[config.mk]
export PLATFORM = sky130hd
export DESIGN_NAME = sdram_test_sequencer_flat
export DESIGN_NICKNAME = d
export VERILOG_FILES = /design/src/rtl/sdram_test_pkg.sv /design/src/rtl/sdram_test_if.sv /design/src/rtl/sdram_test_checker.sv /design/src/rtl/sdram_test_sequencer.sv /design/src/flat_wrapper.sv
export SDC_FILE = /design/constraint.sdc
export NUM_CORES = 1
export LEC_CHECK = 0
export BUFFER_PORTS_ARGS = -buffer_cell sky130_fd_sc_hd__buf_2
export CORE_ASPECT_RATIO = 1.25
export CORE_MARGIN = 2
export CORE_UTILIZATION = 55
export DETAILED_ROUTE_END_ITERATION = 8
export PLACE_DENSITY = 0.78
export SYNTH_ARGS = -nofsm -noshare
export SYNTH_HDL_FRONTEND = slang
export SYNTH_SLANG_ARGS = --single-unit
export TNS_END_PERCENT = 30
[constraint.sdc]
create_clock -name clk -period 3.1 [get_ports clk]
set_input_delay 0.465 -clock clk [delete_from_list [all_inputs] [get_ports clk]]
set_output_delay 0.465 -clock clk [all_outputs]
set_load 0.01 [all_outputs]
[src/rtl/sdram_test_pkg.sv]
// Shared types and helpers for the SDRAM write/read-back test sequencer.
// Holds the run states and the address-derived data pattern.
package sdram_test_pkg;

    typedef enum logic [2:0] {
        IDLE,
        WRITE,
        READ,
        DRAIN,
        DONE
    } state_t;

    localparam logic [1:0] BE_ALL = 2'b11;

    // Callers zero-extend the word address to 32 bits, so the upper half
    // holds only the address bits above bit 15.
    function automatic logic [15:0] pat(
        input logic [31:0] a,
        input logic [15:0] s
    );
        return a[15:0] ^ a[31:16] ^ s;
    endfunction

endpackage

[src/rtl/sdram_test_if.sv]
// Avalon-MM bus between the test sequencer (master) and the SDRAM
// controller slave port.
interface sdram_test_if #(
    parameter int ADDR_W = 25
) ();

    logic [ADDR_W-1:0] avm_address;
    logic              avm_read;
    logic              avm_write;
    logic [15:0]       avm_writedata;
    logic [1:0]        avm_byteenable;
    logic              avm_waitrequest;
    logic [15:0]       avm_readdata;
    logic              avm_readdatavalid;

    modport master (
        output avm_address,
        output avm_read,
        output avm_write,
        output avm_writedata,
        output avm_byteenable,
        input  avm_waitrequest,
        input  avm_readdata,
        input  avm_readdatavalid
    );

    modport slave (
        input  avm_address,
        input  avm_read,
        input  avm_write,
        input  avm_writedata,
        input  avm_byteenable,
        output avm_waitrequest,
        output avm_readdata,
        output avm_readdatavalid
    );

endinterface

[src/rtl/sdram_test_checker.sv]
// Read-back checker: walks the compare address, counts mismatches with
// saturation and captures the first failing address of a run.
module sdram_test_checker
    import sdram_test_pkg::*;
#(
    parameter int ADDR_W = 25
) (
    input  logic              clk,
    input  logic              reset,
    input  logic              i_rdv,
    input  logic [15:0]       i_rdata,
    input  logic              i_clear,
    input  logic [15:0]       i_seed,
    output logic [15:0]       o_err_count,
    output logic [ADDR_W-1:0] o_first_err_addr
);

    logic [ADDR_W-1:0] r_caddr;
    logic [15:0]       r_err_count;
    logic [ADDR_W-1:0] r_first_err_addr;
    logic              r_seen;

    logic [15:0] w_expect;
    logic        w_miss;

    assign w_expect = pat(32'(r_caddr), i_seed);
    assign w_miss   = i_rdv && (i_rdata != w_expect);

    always_ff @(posedge clk) begin
        if (reset) begin
            r_caddr          <= '0;
            r_err_count      <= '0;
            r_first_err_addr <= '0;
            r_seen           <= 1'b0;
        end else if (i_clear) begin
            r_caddr          <= '0;
            r_err_count      <= '0;
            r_first_err_addr <= '0;
            r_seen           <= 1'b0;
        end else begin
            if (i_rdv) begin
                r_caddr <= r_caddr + 1'b1;
            end
            if (w_miss) begin
                if (r_err_count != 16'hFFFF) begin
                    r_err_count <= r_err_count + 16'd1;
                end
                if (!r_seen) begin
                    r_seen           <= 1'b1;
                    r_first_err_addr <= r_caddr;
                end
            end
        end
    end

    assign o_err_count      = r_err_count;
    assign o_first_err_addr = r_first_err_addr;

endmodule

[src/rtl/sdram_test_sequencer.sv]
// SDRAM test sequencer: writes a seeded pattern over 0..LAST_ADDR, then
// reads it back with pipelined reads and reports pass/fail status.
module sdram_test_sequencer
    import sdram_test_pkg::*;
#(
    parameter int              ADDR_W    = 25,
    parameter int              DATA_W    = 16,
    parameter longint unsigned LAST_ADDR = 2**25-1,
    parameter int              MAX_PEND  = 8
) (
    input  logic              clk,
    input  logic              reset,
    input  logic              start,
    input  logic [15:0]       seed,
    sdram_test_if.master      bus,
    output logic              busy,
    output logic              done,
    output logic              pass,
    output logic [15:0]       err_count,
    output logic [ADDR_W-1:0] first_err_addr
);

    localparam int                PW   = $clog2(MAX_PEND) + 1;
    localparam logic [PW-1:0]     PMAX = PW'(MAX_PEND);
    localparam logic [ADDR_W-1:0] LAST = ADDR_W'(LAST_ADDR);

    if (ADDR_W < 17 || ADDR_W > 32) begin : g_bad_aw
        $error("ADDR_W must be within 17..32");
    end
    if (DATA_W != 16) begin : g_bad_dw
        $error("DATA_W must be 16");
    end
    if (MAX_PEND < 2 || MAX_PEND > 64 ||
        (MAX_PEND & (MAX_PEND - 1)) != 0) begin : g_bad_mp
        $error("MAX_PEND must be a power of 2 within 2..64");
    end
    if ((LAST_ADDR >> ADDR_W) != 0) begin : g_bad_last
        $error("LAST_ADDR does not fit in ADDR_W bits");
    end

    state_t            r_state;
    state_t            w_state_nxt;
    logic [ADDR_W-1:0] r_waddr;
    logic [ADDR_W-1:0] r_raddr;
    logic [PW-1:0]     r_pend;
    logic [PW-1:0]     w_pend_nxt;
    logic [15:0]       r_seed;
    logic              r_busy;
    logic              r_done;

    logic w_go;
    logic w_wr_en;
    logic w_rd_en;
    logic w_wacc;
    logic w_racc;
    logic w_rdv;
    logic w_wlast;
    logic w_rlast;
    logic w_fin;

    assign w_go    = start && (r_state == IDLE || r_state == DONE);
    assign w_wr_en = (r_state == WRITE);
    assign w_rd_en = (r_state == READ) && (r_pend < PMAX);
    assign w_wacc  = w_wr_en && !bus.avm_waitrequest;
    assign w_racc  = w_rd_en && !bus.avm_waitrequest;
    assign w_wlast = w_wacc && (r_waddr == LAST);
    assign w_rlast = w_racc && (r_raddr == LAST);
    assign w_rdv   = bus.avm_readdatavalid &&
                     (r_state == READ || r_state == DRAIN);
    assign w_fin   = (r_state == DRAIN) && (w_pend_nxt == '0);

    // A read accept and a returning word in the same cycle cancel out.
    always_comb begin
        w_pend_nxt = r_pend;
        unique case ({w_racc, w_rdv})
            2'b10:   w_pend_nxt = r_pend + PW'(1);
            2'b01:   w_pend_nxt = r_pend - PW'(1);
            default: w_pend_nxt = r_pend;
        endcase
    end

    always_comb begin
        w_state_nxt = r_state;
        unique case (r_state)
            IDLE:    if (start)   w_state_nxt = WRITE;
            DONE:    if (start)   w_state_nxt = WRITE;
            WRITE:   if (w_wlast) w_state_nxt = READ;
            READ:    if (w_rlast) w_state_nxt = DRAIN;
            DRAIN:   if (w_fin)   w_state_nxt = DONE;
            default: w_state_nxt = IDLE;
        endcase
    end

    always_ff @(posedge clk) begin
        if (reset) begin
            r_state <= IDLE;
            r_waddr <= '0;
            r_raddr <= '0;
            r_pend  <= '0;
            r_seed  <= '0;
            r_busy  <= 1'b0;
            r_done  <= 1'b0;
        end else begin
            r_state <= w_state_nxt;
            r_pend  <= w_pend_nxt;
            if (w_go) begin
                r_seed  <= seed;
                r_busy  <= 1'b1;
                r_done  <= 1'b0;
                r_waddr <= '0;
            end
            // Counters stop at LAST so a full-range test never wraps.
            if (w_wacc && !w_wlast) begin
                r_waddr <= r_waddr + 1'b1;
            end
            if (w_wlast) begin
                r_raddr <= '0;
            end
            if (w_racc && !w_rlast) begin
                r_raddr <= r_raddr + 1'b1;
            end
            if (w_fin) begin
                r_done <= 1'b1;
                r_busy <= 1'b0;
            end
        end
    end

    always_comb begin
        bus.avm_address = '0;
        if (r_state == WRITE) begin
            bus.avm_address = r_waddr;
        end else if (r_state == READ) begin
            bus.avm_address = r_raddr;
        end
    end

    assign bus.avm_write      = w_wr_en;
    assign bus.avm_read       = w_rd_en;
    assign bus.avm_writedata  = w_wr_en ? pat(32'(r_waddr), r_seed) : '0;
    assign bus.avm_byteenable = BE_ALL;

    sdram_test_checker #(
        .ADDR_W (ADDR_W)
    ) u_chk (
        .clk              (clk),
        .reset            (reset),
        .i_rdv            (w_rdv),
        .i_rdata          (bus.avm_readdata),
        .i_clear          (w_go),
        .i_seed           (r_seed),
        .o_err_count      (err_count),
        .o_first_err_addr (first_err_addr)
    );

    assign busy = r_busy;
    assign done = r_done;
    assign pass = r_done && (err_count == 16'd0);

endmodule

[src/flat_wrapper.sv]
// flat-port wrapper written by rule: the top's interface ports become plain ports
module sdram_test_sequencer_flat import sdram_test_pkg::*;
#(
    parameter int              ADDR_W    = 25,
    parameter int              DATA_W    = 16,
    parameter longint unsigned LAST_ADDR = 2**25-1,
    parameter int              MAX_PEND  = 8
)
  (clk, reset, start, seed, busy, done, pass, err_count, first_err_addr, bus_avm_address, bus_avm_read, bus_avm_write, bus_avm_writedata, bus_avm_byteenable, bus_avm_waitrequest, bus_avm_readdata, bus_avm_readdatavalid);
  sdram_test_if #(.ADDR_W(ADDR_W)) bus_i ();
  input  logic clk;
  input  logic reset;
  input  logic start;
  input  logic [15:0] seed;
  output logic busy;
  output logic done;
  output logic pass;
  output logic [15:0] err_count;
  output logic [ADDR_W-1:0] first_err_addr;
  output wire logic [$bits(bus_i.avm_address)-1:0] bus_avm_address;
  output wire logic [$bits(bus_i.avm_read)-1:0] bus_avm_read;
  output wire logic [$bits(bus_i.avm_write)-1:0] bus_avm_write;
  output wire logic [$bits(bus_i.avm_writedata)-1:0] bus_avm_writedata;
  output wire logic [$bits(bus_i.avm_byteenable)-1:0] bus_avm_byteenable;
  input wire logic [$bits(bus_i.avm_waitrequest)-1:0] bus_avm_waitrequest;
  input wire logic [$bits(bus_i.avm_readdata)-1:0] bus_avm_readdata;
  input wire logic [$bits(bus_i.avm_readdatavalid)-1:0] bus_avm_readdatavalid;
  assign bus_avm_address = bus_i.avm_address;
  assign bus_avm_read = bus_i.avm_read;
  assign bus_avm_write = bus_i.avm_write;
  assign bus_avm_writedata = bus_i.avm_writedata;
  assign bus_avm_byteenable = bus_i.avm_byteenable;
  assign bus_i.avm_waitrequest = bus_avm_waitrequest;
  assign bus_i.avm_readdata = bus_avm_readdata;
  assign bus_i.avm_readdatavalid = bus_avm_readdatavalid;
  sdram_test_sequencer #(.ADDR_W(ADDR_W), .DATA_W(DATA_W), .LAST_ADDR(LAST_ADDR), .MAX_PEND(MAX_PEND)) u_core (.clk(clk), .reset(reset), .start(start), .seed(seed), .bus(bus_i), .busy(busy), .done(done), .pass(pass), .err_count(err_count), .first_err_addr(first_err_addr));
endmodule
**Word level (Yosys, flattened, before mapping)**

Index checks and enable logic that the tools add are counted.

- Logic and storage cells: 81
- Latch bits: 0
- Memory bits (read-only): 0
- Output and inout bits: 89
- Input port bits: 37
- Bits in writable memories: 0
- Memories: 0
- Register bits after elaboration: 142

- $mul: 0
- Div/mod/pow operators: 0
- $add $sub $neg: 6
- Muxes and demuxes: 15
- Bitwise gates (word level): 5
- Magnitude comparators: 1
- Reduce and logical (&&, ||, !) cells: 29
- Equality and inequality tests: 14
- Shift operators: 0

Operators by type and width:

| cell | number |
|---|---|
| $mux W25 | 6 |
| $add A25 B1 Y25 const B | 3 |
| $eq A25 B25 Y1 const B | 2 |
| $xor A16 B16 Y16 | 2 |
| $xor A16 B9 Y16 | 2 |
| $add A16 B1 Y16 const B | 1 |
| $logic_not A16 Y1 | 1 |
| $mux W16 | 1 |
| $ne A16 B16 Y1 | 1 |
| $ne A16 B16 Y1 const B | 1 |
| $logic_and A1 B1 Y1 | 12 |
| $mux W3 | 4 |
| $pmux W3 S4 | 1 |
| $pmux W4 S2 | 1 |
| $eq A3 B2 Y1 const B | 2 |
| $ne A2 B1 Y1 const B | 3 |
| $reduce_bool A2 Y1 | 3 |
| $reduce_or A2 Y1 | 3 |
| $add A4 B1 Y4 const B | 1 |
| $logic_not A4 Y1 | 1 |
| $lt A4 B4 Y1 const B | 1 |
| $reduce_and A2 Y1 | 2 |
| $reduce_and A4 Y1 | 1 |
| $sub A4 B1 Y4 const B | 1 |
| 10 further kinds | 14 |

**Longest topological paths before layout**

- Depth after elaboration: 9
- Mapped depth: 12
- Depth with buffers taken out: 10

**Hierarchy**

A second synthesis with hierarchy kept.

- Cells, all modules: 957
- Area, all modules: 7,678.6 um^2

By module, submodules not included:

| module | sequential area each (um^2) | instances | cells an instance | area each (um^2) |
|---|---|---|---|---|
| sdram_test_sequencer | 1,501.4 | 1 | 555 | 4,335.4 |
| sdram_test_checker | 1,341.3 | 1 | 402 | 3,343.2 |

**Worst setup path before layout**

No wires, ideal clock.

- Path type: flip-flop to flip-flop
- Start: register u_core.r_state[1]
- End: register u_core.r_state[1]
- Required time: 3.014 ns
- Period minus slack after synthesis: 2.812 ns
- Path buffers: 2
- Setup time: 0.086 ns
- Arrival time: 2.726 ns
- Path slack: 0.288 ns
- Cell stages (with the launch flop): 13
- Cell sequence: dfxtp_1 -> buf_4 -> or3b_1 -> buf_2 -> nor3_4 -> inv_2 -> ha_1 -> or3_1 -> nor4_1 -> nor4_1 -> o2111ai_1 -> o21ai_0 -> a211oi_1

- Word-level cells in the longest chain between the ends: 9
- Elaborated cells on any way between the ends: 24
- Those cells by class: eq/ne (10); mux (2); reduce/logical (12)

RTL lines:

| element | line | RTL |
|---|---|---|
| start: declaration | sdram_test_sequencer.sv:41 | `state_t r_state;` |
| start signal: assignment | sdram_test_sequencer.sv:104 | `r_state <= w_state_nxt;` |
| $eq A3 B2 Y1, on equally long branches | -- |  |
| $logic_or A1 B1 Y1 / $logic_and A1 B1 Y1 (equally long branches) | sdram_test_sequencer.sv:69, sdram_test_sequencer.sv:63 |  |
| $logic_and A1 B1 Y1, on equally long branches | sdram_test_sequencer.sv:68, sdram_test_sequencer.sv:65 |  |
| $eq A2 B1 Y1 / $eq A2 B2 Y1 (equally long branches) | sdram_test_sequencer.sv:75 | `unique case ({w_racc, w_rdv})` |
| $pmux W4 S2 | sdram_test_sequencer.sv:75 |  |
| $logic_not A4 Y1 | sdram_test_sequencer.sv:70 | `assign w_fin = (r_state == DRAIN) && (w_pend_nxt == '0);` |
| $logic_and A1 B1 Y1 | sdram_test_sequencer.sv:70 |  |
| $ne A2 B1 Y1 (no line) | -- |  |
| $reduce_and A4 Y1 (no line) | -- |  |

Parallel ways exist; a longest one is shown, timed or not.
A chain may end at the register's enable or synchronous reset.

**Final worst setup path**

- Start: register u_core.r_state[2]
- End: register u_core.r_state[1]

Same word-level chain as after synthesis.

==> flow_summary_export.csv <==
group,metric,value,unit
drt,first_pass_iters,6,
sta,max_slew_margin,48.1,%
sta,setup_viol,0,
logic_synthesis,synth_edf_count,0,
logic_synthesis,avgSynthCellArea,8.01,µm²
final_layout,nFillCells,1164,
critical_path,crit-reg2reg-capture,"u_core.r_state[1]$_SDFFE_PP0P_",
die,io_pins,126,
critical_path,arrival,3.14,ns
power,powerDensity,460,mW/mm²
sta,fmax,357,MHz
critical_path,rr_startpoint,"u_core.r_state[2]$_SDFFE_PP0P_",
clock_network,cts_tree,"done",
sta,hold_viol,0,
drt,drc,0,
placement,dp.cells,1196,
global_route,overflow,0,
logic_synthesis,netlist_top_cells_area,"dfxtp_1 38%, nand2_1 5.5%, xnor2_1 4.5%",
drt,routed-via-count,7289,
placement,portBuffers,123,
logic_synthesis,yosys.area.top_type,"dfxtp_1",
logic_synthesis,yosys_warnings,0,
critical_path,worstPathRequired,3.44,ns
sta,drv_slew,0,
drt,wire_per_inst,16.3,µm
clock_network,cts.sink_count,142,
clock_network,clkTransAtPathRegs,0.07,ns
flow_run,maxCapViolCount,0,
placement,dp_slack,0.230,ns
critical_path,r2r_slack,0.30,ns
die,die_h,135,µm
power,ir_worst_vdd,0.367,mV
global_route,grt_pass1_vias,6440,
sta,fin_crit_sh,90.3,%
logic_synthesis,synth_seq_cells,142,
clock_network,htreeDepth,4,
power,leakagePower,3.45,nW
min_path,holdPathStages,3,
die,die_area,0.0147,mm²
logic_synthesis,yosys_most_used_dff,"dfxtp_1",
power,power.total,4.09,mW
clock_network,clock_latency,0.43,ns
sta,rsz0062_at_grt,"no",
clock_network,post_cts_buffers,0,
logic_synthesis,yosysSeqAreaShare,37.7,%
min_path,worstHoldStart,"seed[10]",
drt,postRouteAntennaNets,0,
die,die_width,109,µm
final_layout,drive_above_1_share,18.4,%
die,core_area,0.0133,mm²
sta,fin_ws,0.302,ns
final_layout,fin_cells,1229,
sta,setup_tns,0,ns
logic_synthesis,synth_top_area_share,37.7,%
critical_path,reg2reg_depth,10,
sta,period_needed,2.80,ns
global_route,grt_usage,27.2,%
global_route,grt_max_degree,52,
critical_path,criticalPathCategory,"flip-flop to flip-flop",
clock_network,clock_path_buffers,2,
global_route,grt_first_pass_wirelength,31600,µm
global_route,antenna_found_initial,1,
final_layout,areaGrowthSynthToFinish,18.1,%
final_layout,nets,1088,
sta,worstMarginPinSlew,0.777,ns
logic_synthesis,synthDistinctLibCells,63,
clock_network,cts_buffers,17,
logic_synthesis,synth_area,0.00753,mm²
critical_path,crit_path_end_kind,"flip-flop",
die,core.rowCount,47,
run_status,status,"finished, final reports clean",
sta,fin_skew,0.0118,ns
die,start_util,56.7,%
logic_synthesis,synthCells,940,
min_path,min_path_type,"input port to flip-flop",
critical_path,start_kind,"flip-flop",
placement,gp_congestion,0.936,
clock_network,root_buffer,"clkbuf_16",
placement,dp_hpwl,14100,µm
drt,drtIter0Drc,558,
critical_path,cp_max_fo,8,
drt,drt-total-wl,20000,µm
min_path,min_to,"u_core.r_seed[10]$_SDFFE_PP0P_",
logic_synthesis,async_flop_share,0,%
drt,vias_per_cell,5.93,
-- final cells by class --
class / instances / area (µm²) / area share (%)
inverter: 21 / 78.8 / 0.886
clock buffer: 17 / 425 / 4.78
timing repair buffer: 142 / 771 / 8.66
multi-input combinational: 720 / 4410 / 49.6
sequential: 142 / 2840 / 32.0
antenna: 1 / 2.50 / 0.0281
tap: 171 / 214 / 2.40
clock inverter: 15 / 149 / 1.67
-- per-layer routing --
layer / up-vias / routed length, µm / track usage [%]
met5: - / 0 / 0
met4: 0 / 484 / 11.0
met3: 42 / 1080 / 4.44
met2: 253 / 9670 / 44.0
met1: 3435 / 8780 / 36.0
li1: 3559 / - / -
-- timing repair --
action | in CTS | in global routing
setup endpoints to repair | 0 | 5
hold buffers | 0 | 0
gates resized for setup | 0 | 3
-- state kept, by name, indices dropped and copies added, names as in the netlist --
name	flops
u_core.busy	1
u_core.done	1
u_core.r_pend	4
u_core.r_raddr	25
u_core.r_seed	16
u_core.r_state	3
u_core.r_waddr	25
u_core.u_chk.o_err_count	16
u_core.u_chk.o_first_err_addr	25
u_core.u_chk.r_caddr	25
u_core.u_chk.r_seen	1
-- per-stage QoR --
step           hold WS [ns]  instance area [µm²]  util, %
2_1_floorplan         0.441                 7540        -
3_3_place_gp          0.446                 8310     62.5
3_5_place_dp          0.447                 8310     62.5
4_1_cts               0.266                 8880     66.8
5_1_grt               0.272                 8900     66.9
6_report              0.272                 8900     66.9
-- cell usage after synthesis, types with 3 or more instances --
master     number
dfxtp_1       142
nand2_1       110
nor2_1         89
o21ai_0        63
nand3_1        58
a21oi_1        56
clkbuf_1       44
xnor2_1        39
xor2_1         38
or3_1          36
nand4_1        26
nor3_1         23
inv_1          20
o211ai_1       19
a22o_1         16
and3_1         16
and2_1         14
nor4_1         10
and4_1          8
buf_2           7
ha_1            7
or4_1           7
o21a_1          6
o31ai_1         6
xnor3_1         6
a211oi_1        5
nand2b_1        5
o31a_1          5
mux2i_1         4
a31oi_1         3
buf_1           3
buf_4           3
nand3b_1        3
nor3b_1         3
nor4b_1         3
o2111ai_1       3
o41ai_1         3
-- report_power, final --
group / leakage [nW] / internal (mW) / switching, mW
combinational: 2.02 / 0.0872 / 0.147
clock: 0.284 / 1.13 / 0.870
sequential: 1.15 / 1.84 / 0.0194
-- placed cells by master, fill, tap and decap left out, drive strengths merged, types with 9 or more instances in the layout --
cell type,n
buf,142
xnor2,39
o21ai,64
a22o,16
nor3,24
a21oi,56
nand3,58
dfxtp,142
nand4,27
xor2,38
and2,14
clkbuf,17
nor4,11
o211ai,19
nand2,110
nor2,89
or4,9
or3,36
and3,16
inv,30
-- how the worst max path moves through the flow --
stage | from | to | slack, ns | cells after the start
global route | u_core.r_state[2]$_SDFFE_PP0P_ | u_core.r_state[1]$_SDFFE_PP0P_ | 0.04 | 10
finish | u_core.r_state[2]$_SDFFE_PP0P_ | u_core.r_state[1]$_SDFFE_PP0P_ | 0.30 | 10
detailed placement | u_core.r_state[2]$_SDFFE_PP0P_ | u_core.r_state[2]$_SDFFE_PP0P_ | 0.23 | 10
floorplan | u_core.r_state[1]$_SDFFE_PP0P_ | u_core.r_state[1]$_SDFFE_PP0P_ | 0.29 | 12
global placement | u_core.r_state[2]$_SDFFE_PP0P_ | u_core.r_state[1]$_SDFFE_PP0P_ | 0.27 | 10
CTS | u_core.r_state[2]$_SDFFE_PP0P_ | u_core.r_state[1]$_SDFFE_PP0P_ | 0.21 | 10
-- worst max-delay path, stage by stage, from the launching register on --
cell       delay (ns)
dfxtp_1          0.38
or3b_1           0.46
nor3_4           0.16
inv_2            0.09
ha_2             0.31
or3_1            0.37
nor4_2           0.20
nor4_1           0.10
o2111ai_1        0.30
o21ai_0          0.12
a211oi_1         0.22
-- cells by family (layout without fill, tap and decap cells) --
| group | Yosys count | after routing | synth area share [%] |
|---|---|---|---|
| AND/OR/NAND/NOR | 426 | 426 | 28.9 |
| AO/OA/AOI/OAI | 195 | 195 | 16.2 |
| flip-flops | 142 | 142 | 37.7 |
| XOR/XNOR | 83 | 83 | 10.7 |
| buffers and inverters | 79 | 195 | 4.30 |
| adder cells (fa/ha/maj) | 7 | 7 | 1.16 |
| multiplexers | 7 | 7 | 0.980 |
| other | 1 | 3 | 0.0498 |
Note: power is estimated with default switching activity, not from simulation.
